`src/rtl/cipher_pkg.sv`:
```
// Shared LFSR defaults and the Fibonacci step function
// used by the keystream cipher and its LFSR core.
package cipher_pkg;

    localparam int LFSR_MAX_W = 64;

    localparam logic [7:0] DEFAULT_TAPS_8 = 8'hB8;
    localparam logic [7:0] DEFAULT_SEED_8 = 8'hCD;

    // Callers zero-extend to LFSR_MAX_W and truncate the result to their width.
    function automatic logic [LFSR_MAX_W-1:0] lfsr_next(
        input logic [LFSR_MAX_W-1:0] state,
        input logic [LFSR_MAX_W-1:0] taps
    );
        logic fb;
        fb = ^(state & taps);
        return {state[LFSR_MAX_W-2:0], fb};
    endfunction

endpackage

```
`src/rtl/lfsr_core.sv`:
```
// LFSR state register with seed load, zero-seed rejection
// and a step enable; the state never becomes zero.
module lfsr_core
    import cipher_pkg::*;
#(
    parameter int                LFSR_W = 8,
    parameter logic [LFSR_W-1:0] TAPS   = DEFAULT_TAPS_8,
    parameter logic [LFSR_W-1:0] SEED   = DEFAULT_SEED_8
) (
    input  logic              clk,
    input  logic              rst_n,
    input  logic              load_i,
    input  logic [LFSR_W-1:0] seed_i,
    input  logic              step_i,
    output logic [LFSR_W-1:0] state_o,
    output logic              seed_err_o
);

    logic [LFSR_W-1:0] state_q, state_d;
    logic              err_q, err_d;

    always_comb begin
        state_d = state_q;
        err_d   = 1'b0;
        if (load_i) begin
            if (seed_i == '0) begin
                state_d = SEED;
                err_d   = 1'b1;
            end else begin
                state_d = seed_i;
            end
        end else if (step_i) begin
            state_d = LFSR_W'(lfsr_next(LFSR_MAX_W'(state_q),
                                        LFSR_MAX_W'(TAPS)));
        end
    end

    always_ff @(posedge clk or negedge rst_n) begin
        if (!rst_n) begin
            state_q <= SEED;
            err_q   <= 1'b0;
        end else begin
            state_q <= state_d;
            err_q   <= err_d;
        end
    end

    assign state_o    = state_q;
    assign seed_err_o = err_q;

endmodule

```
`src/rtl/lfsr_stream_cipher.sv`:
```
// LFSR keystream cipher: XORs each accepted word with the keystream,
// with valid/ready on both sides, bypass and a ciphered-beat counter.
module lfsr_stream_cipher
    import cipher_pkg::*;
#(
    parameter int                LFSR_W = 8,
    parameter int                DATA_W = 8,
    parameter logic [LFSR_W-1:0] TAPS   = DEFAULT_TAPS_8,
    parameter logic [LFSR_W-1:0] SEED   = DEFAULT_SEED_8,
    parameter int                CNT_W  = 16
) (
    input  logic              clk,
    input  logic              rst_n,
    input  logic              load_seed,
    input  logic [LFSR_W-1:0] seed_in,
    input  logic              bypass,
    input  logic              s_valid,
    output logic              s_ready,
    input  logic [DATA_W-1:0] s_data,
    output logic              m_valid,
    input  logic              m_ready,
    output logic [DATA_W-1:0] m_data,
    output logic [DATA_W-1:0] m_ks,
    output logic [CNT_W-1:0]  beat_cnt,
    output logic              seed_err
);

    if (DATA_W > LFSR_W) begin : g_bad_data_w
        $error("DATA_W must not exceed LFSR_W");
    end
    if (LFSR_W < 4) begin : g_bad_lfsr_w
        $error("LFSR_W must be at least 4");
    end

    logic [LFSR_W-1:0] state;
    logic [DATA_W-1:0] ks;
    logic              accept;
    logic              step;

    logic              m_valid_q, m_valid_d;
    logic [DATA_W-1:0] m_data_q, m_data_d;
    logic [DATA_W-1:0] m_ks_q, m_ks_d;
    logic [CNT_W-1:0]  cnt_q, cnt_d;

    assign s_ready = (!m_valid_q || m_ready) && !load_seed;
    assign accept  = s_valid && s_ready;
    assign step    = accept && !bypass;
    assign ks      = state[DATA_W-1:0];

    lfsr_core #(
        .LFSR_W (LFSR_W),
        .TAPS   (TAPS),
        .SEED   (SEED)
    ) u_lfsr (
        .clk        (clk),
        .rst_n      (rst_n),
        .load_i     (load_seed),
        .seed_i     (seed_in),
        .step_i     (step),
        .state_o    (state),
        .seed_err_o (seed_err)
    );

    always_comb begin
        m_valid_d = m_valid_q;
        m_data_d  = m_data_q;
        m_ks_d    = m_ks_q;
        cnt_d     = cnt_q;
        if (accept) begin
            m_valid_d = 1'b1;
            m_data_d  = bypass ? s_data : (s_data ^ ks);
            m_ks_d    = bypass ? '0 : ks;
        end else if (m_ready) begin
            m_valid_d = 1'b0;
        end
        // A seed load restarts the count; it never coincides with an accept.
        if (load_seed) begin
            cnt_d = '0;
        end else if (step) begin
            cnt_d = cnt_q + 1'b1;
        end
    end

    always_ff @(posedge clk or negedge rst_n) begin
        if (!rst_n) begin
            m_valid_q <= 1'b0;
            m_data_q  <= '0;
            m_ks_q    <= '0;
            cnt_q     <= '0;
        end else begin
            m_valid_q <= m_valid_d;
            m_data_q  <= m_data_d;
            m_ks_q    <= m_ks_d;
            cnt_q     <= cnt_d;
        end
    end

    assign m_valid  = m_valid_q;
    assign m_data   = m_data_q;
    assign m_ks     = m_ks_q;
    assign beat_cnt = cnt_q;

endmodule

```
`config.mk`:
```
export PLATFORM = sky130hd
export DESIGN_NAME = lfsr_stream_cipher
export DESIGN_NICKNAME = d
export VERILOG_FILES = /design/src/rtl/cipher_pkg.sv /design/src/rtl/lfsr_core.sv /design/src/rtl/lfsr_stream_cipher.sv
export SDC_FILE = /design/constraint.sdc
export NUM_CORES = 1
export LEC_CHECK = 0
export ABC_CLOCK_PERIOD_IN_PS = 2300
export CELL_PAD_IN_SITES_DETAIL_PLACEMENT = 1
export CELL_PAD_IN_SITES_GLOBAL_PLACEMENT = 1
export CORE_MARGIN = 4
export CORE_UTILIZATION = 30
export CTS_BUF_LIST = sky130_fd_sc_hd__clkbuf_4
export CTS_CLUSTER_DIAMETER = 120
export CTS_CLUSTER_SIZE = 28
export DETAILED_ROUTE_END_ITERATION = 8
export HOLD_SLACK_MARGIN = 0.15
export MAX_ROUTING_LAYER = met4
export PLACE_DENSITY = 0.72
export SLEW_MARGIN = 40
export SYNTH_ARGS = -nofsm -noshare
export SYNTH_HDL_FRONTEND = slang
export SYNTH_HIERARCHICAL = 1
export SYNTH_SLANG_ARGS = --single-unit
```
`constraint.sdc`:
```
create_clock -name clk -period 2.3 [get_ports clk]
set_clock_uncertainty 0.15 [all_clocks]
set_input_delay 0.23 -clock clk [delete_from_list [all_inputs] [get_ports clk]]
set_output_delay 0.23 -clock clk [all_outputs]
set_load 0.005 [all_outputs]
```
# Word level (Yosys, flattened, before mapping)
# Index checks and enable logic that the tools add are counted.
[totals] reg_bits=42 input_bits=22 out_inout_bits=35 elab_cells=30
[op_classes] add_sub_neg=1 mux=11 bitwise_logic=1 reduce_logical=11
[ops] cell="parity 64 bit" count=1
[ops] cell="2-to-1 mux 8 bit" count=5
[ops] cell="2-to-1 mux 16 bit" count=2
[ops] cell="adder 16 x 1 -> 16 bit (second input constant)" count=1
[ops] cell="logical NOT 8 bit" count=1
[ops] cell="bitwise XOR 8 bit" count=1
[ops] cell="2-to-1 mux 1 bit" count=4
[ops] cell="nonzero test 2 bit" count=2
[ops] cell="logical AND 1 bit" count=3
[ops] cell="logical NOT 1 bit" count=3
[ops] cell="logical OR 1 bit" count=1

# Logic depth before layout (Yosys ltp)
# Gate-level depths: netlist (run 1).
[depth] word_depth=7 mapped_depth=9 depth_no_buf=6

# Cells and area by module
# The synthesis (run 1) kept the hierarchy.
[by_module_without_submodules] mod="lfsr_stream_cipher" n_inst=1 cells_per_inst=143 area_per_inst_um2=1616.6 seq_area_each_um2=825.8
[by_module_without_submodules] mod="lfsr_core" n_inst=1 cells_per_inst=48 area_per_inst_um2=480.5 seq_area_each_um2=231.5

# Worst setup path before layout (run 1)
# Ideal clock, no wire load.
[synth_timing] kind="register to register" from="reg m_valid_q (netlist: m_valid)" to="reg u_lfsr.state_q[7] (netlist: u_lfsr/state_o[7])" setup_ps=92 arrival_time_ps=1831 t_required_ps=2058 path_slack_ps=228 path_stages_with_launch=10 path_buffers=3 period_less_slack_ps=2072 cell_sequence="dfrtp_1 nor2b_1 or3_1 buf_2 clkbuf_1 inv_1 buf_2 nor2b_1 a211oi_1 a21oi_1"
[synth_via] elab_chain_cells=6
[synth_rtl] element="start: declaration" line_no="lfsr_stream_cipher.sv:40" rtl="logic m_valid_q, m_valid_d;"
[synth_rtl] element="start signal: assignment" line_no="lfsr_stream_cipher.sv:91" rtl="m_valid_q <= m_valid_d;"
[synth_rtl] element="logical NOT 1 bit" line_no="lfsr_stream_cipher.sv:45" rtl="assign s_ready = (!m_valid_q || m_ready) && !load_seed;"
[synth_rtl] element="logical OR 1 bit" line_no="lfsr_stream_cipher.sv:45"
[synth_rtl] element="logical AND 1 bit" line_no="lfsr_stream_cipher.sv:45"
[synth_rtl] element="logical AND 1 bit" line_no="lfsr_stream_cipher.sv:46" rtl="assign accept = s_valid && s_ready;"
[synth_rtl] element="logical AND 1 bit" line_no="lfsr_stream_cipher.sv:47" rtl="assign step = accept && !bypass;"
[synth_rtl] element="net step" line_no="lfsr_stream_cipher.sv:38" rtl="logic step;"
[synth_rtl] element="nonzero test 2 bit (no source line)"
[synth_rtl] element="end signal: assignment" line_no="lfsr_core.sv:43" rtl="state_q <= state_d;"
[synth_rtl] element="end: declaration" line_no="lfsr_core.sv:19" rtl="logic [LFSR_W-1:0] state_q, state_d;"
# The timed path passes the listed nets, and every way through them passes these cells.
# A chain may end at the register's enable or synchronous reset.

# Worst setup path in the final report (run 1)
[layout_timing] from="reg m_valid_q (netlist: m_valid)" to="out s_ready"
[layout_via] elab_chain_cells=3
[layout_rtl] element="logical NOT 1 bit" line_no="lfsr_stream_cipher.sv:45"
[layout_rtl] element="logical OR 1 bit" line_no="lfsr_stream_cipher.sv:45"
[layout_rtl] element="logical AND 1 bit" line_no="lfsr_stream_cipher.sv:45"
[layout_rtl] element="end: declaration" line_no="lfsr_stream_cipher.sv:18" rtl="output logic s_ready,"
# No other way between the ends.

==> flow_metrics.env, run 1 <==
export IMPL_grt_pass1_vias=1876
export IMPL_die_area_um2=8391
export IMPL_synth_area_leaders="dfrtp_1 44%, mux2_2 8.6%, dfstp_2 6.3%"
export IMPL_die_x_um=91.61
export IMPL_critPathArrivalTime_ns=1.76
export IMPL_fin_util_pct=43.48
export IMPL_wirelength_mm=5.437
export IMPL_core_area_um2=6794
export IMPL_vdd_ir_drop_worst_mv=0.2670
export IMPL_synth_nets=214
export IMPL_io_pins=57
export IMPL_synth_cell_type_count=35
export IMPL_cts_tree="yes"
export IMPL_yosysTopAreaCellShare_pct=44.15
export IMPL_fin_setup_tns_ns=0
export IMPL_drt_initial_drc_count=71
export IMPL_power_leakage_nw=1.205
export IMPL_period_share_pct=92.89
export IMPL_rsz0062_at_grt="false"
export IMPL_yosysWarningCount=6
export IMPL_vias=1720
export IMPL_setup_ws_ns=0.1636
export IMPL_path_class="reg -> out"
export IMPL_outcome="complete, no violations"
export IMPL_grt_pass1_wl_mm=9.390
export IMPL_drive_gt1_share_pct=18.15
export IMPL_viasPerCell=4.845
export IMPL_syn_avg_cell_area_um2=10.98
export IMPL_cap_violations=0
export IMPL_start_util_pct=30.87
export IMPL_grt_max_degree=22
export IMPL_rows=30
export IMPL_fmax_mhz=468.1
export IMPL_grt_antenna_before_repair=0
export IMPL_placed_cell_area_um2=2838
export IMPL_nets=281
export IMPL_clock_sinks=42
export IMPL_first_pass_iters=4
export IMPL_grt_use_total_pct=14.44
export IMPL_dp_hpwl_mm=4.014
export IMPL_postCtsResizedCells=0
export IMPL_syn_to_final_growth_pct=40.87
export IMPL_pre_cts_ws_ns=-0.06768
export IMPL_power_density_nw_per_um2=638.3
export IMPL_start_kind="flop"
export IMPL_relSlewSlack_pct=65.24
export IMPL_dieHeight_um=91.61
export IMPL_clk_latency_ns=0.38
export IMPL_multi_input_area_um2=991.0
export IMPL_regArea_um2=1057
export IMPL_clk_path_buf_depth=2
export IMPL_cts_buffers=5
export IMPL_critPathCaptureType="output pin"
export IMPL_min_period_ns=2.136
export IMPL_yosys_area_top_type="dfrtp_1"
export IMPL_clk_pin_slew_ns=0.15
export IMPL_num_antenna_cells=0
export IMPL_drtAntennaViolNets=0
export IMPL_htree_levels=2
export IMPL_mappedNetlistArea_um2=2097
export IMPL_yosysSeqAreaShare_pct=50.42
export IMPL_finalHoldViolCount=0
export IMPL_post_cts_setup_buffers=0
export IMPL_tightest_slew_ns=0.5214
export IMPL_root_buffer="clkbuf_4"
export IMPL_ys_ff_latch=42
export IMPL_setup_viol=0
export IMPL_overflow=0
export IMPL_cp_max_fo=6
export IMPL_gp_congestion=0.7482
export IMPL_fillCellCount=772
export IMPL_p_total_w=0.001885
export IMPL_slew_viol_final=0
export IMPL_final_cell_area_um2=2954
export IMPL_holdCritPathClass="in -> async"
export IMPL_wl_per_cell_um=15.32
export IMPL_cp_required_ns=1.92
export IMPL_drc=0
export IMPL_hold_buffers=1
export IMPL_port_buffers=56
export IMPL_syn_inst=191
[cells in the mapped netlist, drive strengths merged]
master,count
xor2,11
nor2b,7
o31a,1
nor2,9
and2b,7
nor3,2
nand2,8
buf,3
nor4,1
clkbuf,6
or2,1
inv,3
dfstp,5
ha,1
o21ai,5
or3,3
and3,2
nand3,7
mux2,17
mux2i,4
xnor2,3
nor4b,1
and4,1
o31ai,9
nand2b,3
nand4,2
a21oi,15
a211oi,4
or4,12
a31oi,1
dfrtp,37
[worst max-delay path: stages, from the launching register on]
cell             delay, ns
dfrtp_1               0.42
nor2b_1               0.16
buf_4                 0.16
nor2_1                0.11
clkdlybuf4s50_1       0.53
[cell families (layout without fill, tap and decap cells)]
logic type / Yosys count / after routing / share of synthesized area [%]
buffers and inverters: 12 / 80 / 2.327
flip-flops: 42 / 42 / 50.42
adder cells (fa/ha/maj): 1 / 1 / 0.5966
AO/OA/AOI/OAI: 35 / 35 / 10.20
multiplexers: 21 / 21 / 11.04
XOR/XNOR: 14 / 14 / 5.847
AND/OR/NAND/NOR: 66 / 66 / 19.57
[flip-flops by register name (all words and copies together) (netlist names)]
register / flops
u_lfsr/seed_err_o: 1
m_data: 8
beat_cnt: 16
u_lfsr/state_o: 8
m_valid: 1
m_ks: 8
[through the flow]
| step | instances | hold WS (ns) |
|---|---|---|
| floorplan | 191 | -0.2156 |
| finish | 355 | 0.1877 |
| CTS | 355 | 0.1997 |
| global placement | 346 | 0.08968 |
| global route | 355 | 0.2296 |
| detailed placement | 346 | 0.09055 |
[cell usage in the layout (no fill, tap or decap), types with 3 or more instances in the layout]
master,netlist,routed
nand3_1,7,7
dfstp_2,5,5
xnor2_1,3,3
clkdlybuf4s50_1,0,55
a21oi_1,15,15
a211oi_1,4,4
nor2_1,8,8
dfrtp_1,37,37
o31ai_1,9,9
mux2i_1,4,4
o21ai_0,5,5
and2b_1,7,7
nand2_1,8,8
mux2_2,16,16
xor2_1,11,11
nor2b_1,7,7
inv_1,3,3
or3_1,3,3
clkbuf_4,0,5
or4_1,10,10
buf_4,0,11
[metal layers]
layer / wire length (um) / vias up / track usage, %
li1: - / 821 / -
met1: 2313 / 854 / 17.11
met2: 2837 / 40 / 24.28
met3: 221 / 5 / 3.314
met4: 65 / 0 / 4.523
met5: 0 / - / -
[report_power, final]
part | switching, W | internal [W] | total [W]
sequential | 0.0000521 | 0.000825 | 0.000877
combinational | 0.000140 | 0.000250 | 0.000390
clock | 0.000278 | 0.000340 | 0.000618
total | 0.000471 | 0.00141 | 0.00189
[cell type report]
| class | instances | area share (%) |
|---|---|---|
| Sequential cell | 42 | 35.79 |
| Multi-Input combinational cell | 137 | 33.55 |
| Timing Repair Buffer | 69 | 22.62 |
| Tap cell | 96 | 4.066 |
| Clock inverter | 3 | 2.330 |
| Clock buffer | 5 | 1.271 |
| Inverter | 3 | 0.3812 |
[final timing paths]
path,cells past startpoint,from,slack (ns),to
worst min register to register,1,beat_cnt[4]$_DFFE_PN0P_,0.37,beat_cnt[4]$_DFFE_PN0P_
worst min-delay path,2,rst_n,0.19,beat_cnt[1]$_DFFE_PN0P_
worst max register to register,4,beat_cnt[2]$_DFFE_PN0P_,0.22,beat_cnt[13]$_DFFE_PN0P_
min in group clk,3,seed_in[5],0.31,u_lfsr/state_o[5]$_DFFE_PN0P_
max in group asynchronous,3,rst_n,1.13,u_lfsr/state_o[7]$_DFFE_PN1P_
worst max-delay path,4,m_valid$_DFFE_PN0P_,0.16,s_ready
Note: power is estimated with default switching activity, not from simulation.
==> inputs of run 2 (changes only) <==
--- a/config.mk
+++ b/config.mk
@@ -5,18 +5,18 @@
 export SDC_FILE = /design/constraint.sdc
 export NUM_CORES = 1
 export LEC_CHECK = 0
-export ABC_CLOCK_PERIOD_IN_PS = 2300
+export ABC_CLOCK_PERIOD_IN_PS = 2250
 export CELL_PAD_IN_SITES_DETAIL_PLACEMENT = 1
 export CELL_PAD_IN_SITES_GLOBAL_PLACEMENT = 1
 export CORE_MARGIN = 4
-export CORE_UTILIZATION = 30
+export CORE_UTILIZATION = 38
 export CTS_BUF_LIST = sky130_fd_sc_hd__clkbuf_4
 export CTS_CLUSTER_DIAMETER = 120
 export CTS_CLUSTER_SIZE = 28
 export DETAILED_ROUTE_END_ITERATION = 8
 export HOLD_SLACK_MARGIN = 0.15
 export MAX_ROUTING_LAYER = met4
-export PLACE_DENSITY = 0.72
+export PLACE_DENSITY = 0.86
 export SLEW_MARGIN = 40
 export SYNTH_ARGS = -nofsm -noshare
 export SYNTH_HDL_FRONTEND = slang
==> constraint.sdc (replaced) <==
create_clock -name clk -period 2.25 [get_ports clk]
set_clock_uncertainty 0.15 [all_clocks]
set_input_delay 0.225 -clock clk [delete_from_list [all_inputs] [get_ports clk]]
set_output_delay 0.225 -clock clk [all_outputs]
set_load 0.005 [all_outputs]
==> run 2 against run 1 <==
- first-iteration DRC count is 23% lower
- via count rose by 1.9%
- worst setup slack got worse by 0.029 ns
- final cell count is 7.9% lower
- critical path depth is the same
- core utilization grew 12 points
- wire length fell by 3.3%
- clock-buffer cell count stayed put
- sequential share of layout area rose by 0.77 points
- die area decreased by 19%
- hold slack improved by 0.023 ns
- largest cell class unchanged
- highest routed layer unchanged
==> flow_metrics.env, run 2 (same netlist as run 1, synthesis figures left out) <==
export IMPL_outcome="complete, no violations"
export IMPL_gp_congestion=0.7606
export IMPL_drtAntennaViolNets=0
export IMPL_power_leakage_nw=1.185
export IMPL_root_buffer="clkbuf_4"
export IMPL_critPathCaptureType="output pin"
export IMPL_cts_buffers=5
export IMPL_pre_cts_ws_ns=-0.1045
export IMPL_min_period_ns=2.115
export IMPL_critPathArrivalTime_ns=1.74
export IMPL_drt_initial_drc_count=55
export IMPL_io_pins=57
export IMPL_drc=0
export IMPL_slew_viol_final=0
export IMPL_cp_required_ns=1.88
export IMPL_cts_tree="yes"
export IMPL_grt_pass1_wl_mm=8.666
export IMPL_first_pass_iters=4
export IMPL_cpPeakStageDelay_ns=0.54
export IMPL_final_cell_mix="55 x clkdlybuf4s50_1, 37 x dfrtp_1, 16 x mux2_2"
export IMPL_path_cells="nor2b_1 > buf_4 > nor2_1 > clkdlybuf4s50_1"
export IMPL_dp_hpwl_mm=3.940
export IMPL_setup_viol=0
export IMPL_period_share_pct=94.01
export IMPL_num_antenna_cells=0
export IMPL_final_common_cell="clkdlybuf4s50_1"
export IMPL_wirelength_mm=5.260
export IMPL_path_class="reg -> out"
export IMPL_rrSetupSlack_ns=0.17
export IMPL_wl_per_cell_um=16.09
export IMPL_grt_antenna_before_repair=0
export IMPL_power_density_nw_per_um2=611.6
export IMPL_die_x_um=82.29
export IMPL_syn_to_final_growth_pct=37.89
export IMPL_relSlewSlack_pct=72.48
export IMPL_postCtsResizedCells=0
export IMPL_overflow=0
export IMPL_post_cts_setup_buffers=0
export IMPL_nets=280
export IMPL_vdd_ir_drop_worst_mv=0.4078
export IMPL_slowest_stage="clkdlybuf4s50_1"
export IMPL_hold_buffers=1
export IMPL_port_buffers=56
export IMPL_tightest_slew_ns=0.4129
export IMPL_grt_max_degree=43
export IMPL_largest_reg_flops=16
export IMPL_clk_pin_slew_ns=0.13
export IMPL_core_area_um2=5238
export IMPL_setup_ws_ns=0.1348
export IMPL_htree_levels=2
export IMPL_fmax_mhz=472.8
export IMPL_start_util_pct=40.04
export IMPL_grt_use_total_pct=17.26
export IMPL_rows=26
export IMPL_holdCritPathClass="in -> async"
export IMPL_grt_pass1_vias=1800
export IMPL_dieHeight_um=82.29
export IMPL_clk_path_buf_depth=2
export IMPL_vias=1752
export IMPL_rsz0062_at_grt="false"
export IMPL_cap_violations=0
export IMPL_drive_gt1_share_pct=17.12
export IMPL_finalHoldViolCount=0
export IMPL_die_area_um2=6771
export IMPL_timing_hold_ws_ns=0.2104
export IMPL_start_kind="flop"
export IMPL_viasPerCell=5.358
export IMPL_clock_sinks=42
export IMPL_cp_num_buf_inv=2
export IMPL_fillCellCount=575
export IMPL_clk_latency_ns=0.36
export IMPL_crit_family="buffers and inverters"
export IMPL_cp_max_fo=5
[run 2: path summary, 6_finish.rpt]
check | startpoint | endpoint | depth (start not counted)
worst max-delay path | m_valid$_DFFE_PN0P_ | s_ready | 4
worst max register to register | m_valid$_DFFE_PN0P_ | u_lfsr/state_o[7]$_DFFE_PN1P_ | 7
worst min register to register | m_ks[5]$_DFFE_PN0P_ | m_ks[5]$_DFFE_PN0P_ | 1
max in group asynchronous | rst_n | u_lfsr/state_o[7]$_DFFE_PN1P_ | 3
worst min-delay path | rst_n | m_data[7]$_DFFE_PN0P_ | 3
min in group clk | seed_in[4] | u_lfsr/state_o[4]$_DFFE_PN0P_ | 3
[run 2: report_power, final]
| group | total [W] | internal [W] | switching (W) |
|---|---|---|---|
| registers | 0.000897 | 0.000844 | 0.0000536 |
| logic | 0.000403 | 0.000256 | 0.000147 |
| clock network | 0.000468 | 0.000225 | 0.000243 |
[run 2: cell type report]
type	instances	area, um2	share of cell area [%]
clock buffers	5	37.54	1.298
repair buffers	68	673.1	23.28
multi-input cells	137	991.0	34.27
flip-flops and latches	42	1057	36.56
inverters	3	11.26	0.3894
well taps	70	87.58	3.029
clock inverters	2	33.78	1.168
[run 2: metal layers]
layer	vias up	wire [um]	global-route usage, %
met5	-	0	-
met4	0	62	4.651
met3	6	264	4.555
met2	47	2705	28.69
met1	875	2228	20.71
li1	824	-	-
[run 2: stage by stage]
stage	cells	utilization [%]	setup TNS, ns	total power, W	instance area [um2]
2_1_floorplan	191	-	0	0.001060	2097
3_3_place_gp	319	53.65	-0.05212	0.001302	2810
3_5_place_dp	319	53.65	-0.7336	0.001320	2810
4_1_cts	327	55.21	0	0.001793	2892
5_1_grt	327	55.21	0	0.001863	2892
6_report	327	55.21	0	0.001769	2892
[run 2: worst min-delay path: stages]
cell	delay [ns]
dlygate4sd3_1	0.52
buf_2	0.12
buf_12	0.22
==> inputs of run 3 (changes only) <==
--- a/config.mk
+++ b/config.mk
@@ -22,3 +22,4 @@
 export SYNTH_HDL_FRONTEND = slang
 export SYNTH_HIERARCHICAL = 1
 export SYNTH_SLANG_ARGS = --single-unit
+export TNS_END_PERCENT = 30
==> results of run 3 <==
No change in the layout: final DEF, timing and power equal those of run 2.
